## src/rtl/p2_wb_queue.sv

```systemverilog
// Write-port-2 result queue: merges load-unit and multicycle-unit results into a
// circular FIFO that drains one entry per cycle into the register file.
module p2_wb_queue #(
    parameter int DEPTH = 4
) (
    input  logic                       clk_i,
    input  logic                       rst_i,
    input  logic                       flush_i,
    input  logic                       ld_valid_i,
    input  logic [31:0]                ld_data_i,
    input  logic [5:0]                 ld_dest_i,
    output logic                       ld_ready_o,
    input  logic                       mc_valid_i,
    input  logic [31:0]                mc_data_i,
    input  logic [5:0]                 mc_dest_i,
    output logic                       mc_ready_o,
    output logic                       p2_we_o,
    output logic [31:0]                p2_we_data_o,
    output logic [5:0]                 p2_we_dest_o,
    output logic [$clog2(DEPTH):0]     count_o
);

    localparam int AW = $clog2(DEPTH);
    localparam int CW = AW + 1;

    logic [AW-1:0] rd_ptr;
    logic [AW-1:0] wr_ptr;
    logic [AW-1:0] mc_addr;
    logic [CW-1:0] count;
    logic [CW-1:0] free;
    logic [CW-1:0] push_cnt;
    logic          ld_push;
    logic          mc_push;
    logic          pop;

    logic [31:0] data_mem [DEPTH];
    logic [5:0]  dest_mem [DEPTH];

    // Credit comes from the registered count only; a pop this cycle frees nothing yet.
    assign free = rst_i ? CW'(DEPTH) : (CW'(DEPTH) - count);

    assign ld_ready_o = !flush_i && (free >= CW'(1));
    assign mc_ready_o = !flush_i && ((free >= CW'(2)) || ((free >= CW'(1)) && !ld_valid_i));

    // Destination 0 completes the handshake but is never stored.
    assign ld_push = !rst_i && ld_valid_i && ld_ready_o && (ld_dest_i != 6'd0);
    assign mc_push = !rst_i && mc_valid_i && mc_ready_o && (mc_dest_i != 6'd0);

    assign mc_addr  = ld_push ? (wr_ptr + AW'(1)) : wr_ptr;
    assign push_cnt = CW'(ld_push) + CW'(mc_push);

    assign p2_we_o      = (count != '0) && !flush_i && !rst_i;
    assign pop          = p2_we_o;
    assign p2_we_data_o = data_mem[rd_ptr];
    assign p2_we_dest_o = dest_mem[rd_ptr];
    assign count_o      = count;

    always_ff @(posedge clk_i) begin
        if (rst_i || flush_i) begin
            rd_ptr <= '0;
            wr_ptr <= '0;
            count  <= '0;
        end else begin
            rd_ptr <= rd_ptr + AW'(pop);
            wr_ptr <= wr_ptr + push_cnt[AW-1:0];
            count  <= count + push_cnt - CW'(pop);
        end
    end

    always_ff @(posedge clk_i) begin
        if (ld_push) begin
            data_mem[wr_ptr] <= ld_data_i;
            dest_mem[wr_ptr] <= ld_dest_i;
        end
        if (mc_push) begin
            data_mem[mc_addr] <= mc_data_i;
            dest_mem[mc_addr] <= mc_dest_i;
        end
    end

endmodule

```

## config.mk

```make
export PLATFORM = sky130hd
export DESIGN_NAME = p2_wb_queue
export DESIGN_NICKNAME = d
export VERILOG_FILES = /design/src/rtl/p2_wb_queue.sv
export SDC_FILE = /design/constraint.sdc
export NUM_CORES = 1
export LEC_CHECK = 0
export BUFFER_PORTS_ARGS = -buffer_cell sky130_fd_sc_hd__buf_2
export CAP_MARGIN = 20
export CORE_ASPECT_RATIO = 1.5
export CORE_UTILIZATION = 40
export CTS_BUF_LIST = sky130_fd_sc_hd__clkbuf_4 sky130_fd_sc_hd__clkbuf_8
export DETAILED_ROUTE_END_ITERATION = 16
export GPL_TIMING_DRIVEN = 0
export SYNTH_ARGS = -nofsm -noshare
export SYNTH_HDL_FRONTEND = slang
export SYNTH_SLANG_ARGS = --single-unit
export TNS_END_PERCENT = 30
```

## constraint.sdc

```tcl
create_clock -name clk_i -period 7.6 [get_ports clk_i]
set_input_delay 0.76 -clock clk_i [delete_from_list [all_inputs] [get_ports clk_i]]
set_output_delay 0.76 -clock clk_i [all_outputs]
set_load 0.1 [all_outputs]
```

==> results by group <==
Power
  • Net switching power: 542.6 uW
  • Logic pwr share: 16.1%
  • Net Sw Frac: 26.87%
  • Clk pwr share: 34.9%
  • PD cells: 201.8 nW/um^2
  • Sequential share of power: 49.0%
  • Max IR drop VDD: 0.09194 mV
  • Static Leakage: 3.746 nW
  • Internal: 1.476 mW

Run
  • Max cap viols: 0

Floorplan
  • Die area: 21480 um^2
  • Core ar.: 20420 um^2
  • Chip width: 120.0 um
  • Starting Density: 40.92%
  • Die Y: 179.0 um
  • Row cnt: 64
  • Io pins: 125

Logic synthesis
  • Post-Syn Instances: 452
  • Mux cell area share after synthesis: 34.56%
  • Share of the synthesized area in the top cell type: 54.63%
  • Synth area leader: edfxtp_1
  • Post-Synth XOR/XNOR Area: 0.5241%
  • FFs w/ async S/R, synth: 0%
  • Post-Syn Area: 8356 um^2
  • Syn_nets: 546
  • Post-synthesis compound-gate area fraction: 1.018%
  • Post-Synth Adder-Cell Area: 2.037%
  • Synth warnings: 0
  • Number of flops mapped to enable cells by yosys: 152
  • #FFs+latches synth: 159
  • Synth Area in Simple Gates: 2.231%
  • Distinct cells, synth: 37
  • Largest family of logic cells by synthesized area: multiplexers
  • Top cells by area, synth: edfxtp_1 (55%), mux2_4 (14%), mux4_2 (10%), mux2_2 (9.7%), ha_1 (1.8%)
  • Syn_area_per_cell: 18.49 um^2
  • Top FF cell, synth: edfxtp_1
  • Part of the Yosys area used for sequential elements: 56.30%

CTS
  • Hold-fix buffers, CTS: 0
  • Post_cts resized: 0
  • Longest Clk Path Bufs: 2
  • Post-CTS Setup Inserts: 0
  • CTS tree: yes
  • TritonCTS Buffers: 17
  • Clock Pin Slew Worst Setup and Hold Paths: 90 ps
  • H-tree depth: 4
  • Root buffer cell: clkbuf_8
  • CTS sink count: 159
  • Worst skew pair latency: 460 ps

Timing
  • Pins Over Slew Limit: 0
  • Setup WS post-layout: 3866 ps
  • RSZ-0062 raised after global routing: false
  • Fmax: 267.8 MHz
  • Final hold viol count: 0
  • Final setup viols: 0
  • Worst rel slew slack: 37.77%
  • Worst Tran Pin Value: 933.5 ps
  • TNS Setup: 0 ps
  • Fin crit share: 49.13%
  • Worst Hold Slack: 565.7 ps
  • Min Clock Period, post-route: 3734 ps
  • Setup Skew: 19.02 ps

Critical path
  • Crit start category: flip-flop
  • R2r startpoint: count_o[0]
  • Arr. time, crit path: 2970 ps
  • Critical path type: reg -> out
  • Crit path to: p2_we_dest_o[3]
  • Worst reg2reg setup slack: 4160 ps
  • Reg2reg path depth: 17
  • CP startpoint: rd_ptr[0]
  • R2R Path End: count_o[2]
  • CP Max Fanout: 10
  • WP data required: 6840 ps
  • CP endpoint kind: primary output

Hold path
  • Worst min path class: reg -> reg

Final layout
  • Commonest non-fill, non-tap cell in the layout: edfxtp_1
  • Post-Layout Cell Count: 881
  • Share of layout cells above drive strength 1: 62.01%
  • Final nets: 697
  • Most frequent cells in the layout: edfxtp_1 (152), buf_2 (128), mux2_4 (80)
  • Post-route core utilization: 48.98%
  • Area grow syn2layout: 19.71%

Routing
  • Vias: 4671
  • Average wire per standard cell: 21.81 um
  • Drt pass-1 iters: 4
  • Detailed-route DRC error count: 0
  • Vias/cell: 5.302
  • Routed Antenna Nets: 0
  • Initial detailed-routing violation count: 240
  • Routed wire length: 19220 um

Global route
  • Total congestion overflow: 0
  • Initial antenna violation count: 1
  • First-pass GRT wire length: 28770 um
  • GR Util All Layers: 18.62%
  • Vias in the first global route: 5064
  • Largest net degree at the start of global routing: 22

Status
  • Status: completed

Placed design
  • Pre-CTS WS: 3673 ps
  • Gpl congestion: 0.7611
  • Placed Cells: 848
  • Port Buffers: 124
  • HPWL after DPL: 13310 um
how the worst min path moves through the flow:
| stage | slack (ps) | startpoint | to | depth (start not counted) |
|---|---|---|---|---|
| global placement | 540 | count_o[2] | count_o[2] | 2 |
| CTS | 570 | count_o[2] | count_o[2] | 2 |
| finish | 570 | count_o[2] | count_o[2] | 2 |
| global route | 600 | count_o[2] | count_o[2] | 2 |
| floorplan | 560 | rd_ptr[0] | rd_ptr[0] | 2 |
| detailed placement | 540 | count_o[2] | count_o[2] | 2 |
logic make-up after synthesis:
family / Yosys count
fa+ha+maj: 13
simple gates: 33
compound gates: 13
xor+xnor: 5
flops: 159
buf+inv: 37
mux: 192
worst max-delay path, stage by stage (launching register included):
cell      delay, ps
dfxtp_1         390
clkbuf_1        720
buf_2           500
mux4_2          580
buf_2           310
sequential cells by signal (all words and copies together) (netlist names):
name	count
rd_ptr	2
wr_ptr	2
data_mem	128
count_o	3
dest_mem	24
per-layer routing:
layer / vias up / global-route usage (%) / part of all wire (%)
met1: 2423 / 21.16 / 39
met5: - / 0 / 0
met3: 18 / 3.340 / 3.9
met2: 115 / 34.24 / 55
met4: 0 / 7.344 / 1.8
li1: 2115 / - / -
Yosys cell counts, types with 3 or more instances:
cell type / number
mux2_4: 80
and2_1: 3
mux4_2: 38
nor2_1: 10
inv_1: 10
buf_2: 4
dfxtp_1: 7
ha_1: 12
buf_6: 9
clkbuf_1: 7
a21oi_1: 4
xnor2_1: 5
buf_4: 3
edfxtp_1: 152
mux2_2: 72
nand2_1: 6
final cells by class:
class	instances	area [um^2]
tap	264	330.3
timing repair buffer	132	808.3
clock buffer	20	262.8
antenna	1	2.502
multi-input combinational	256	3433
inverter	10	37.54
fill	1778	10420
buffer	27	240.2
clock inverter	12	182.7
sequential	159	4705
power by group through the flow:
| stage | Clock [mW] | Sequential (mW) | Combinational [mW] |
|---|---|---|---|
| floorplan | 0 | 1.01 | 0.229 |
| global placement | 0 | 1.01 | 0.305 |
| detailed placement | 0 | 1.01 | 0.327 |
| CTS | 0.720 | 0.989 | 0.328 |
| global route | 0.748 | 0.991 | 0.342 |
| finish | 0.705 | 0.989 | 0.325 |
per-stage QoR:
stage               total power, mW  instance area (um^2)
detailed placement            1.336                  9554
CTS                           2.038                 10000
global placement              1.317                  9306
global route                  2.081                 10000
floorplan                     1.244                  8356
finish                        2.019                 10000
No activity file was read; power rests on OpenSTA's default activity.
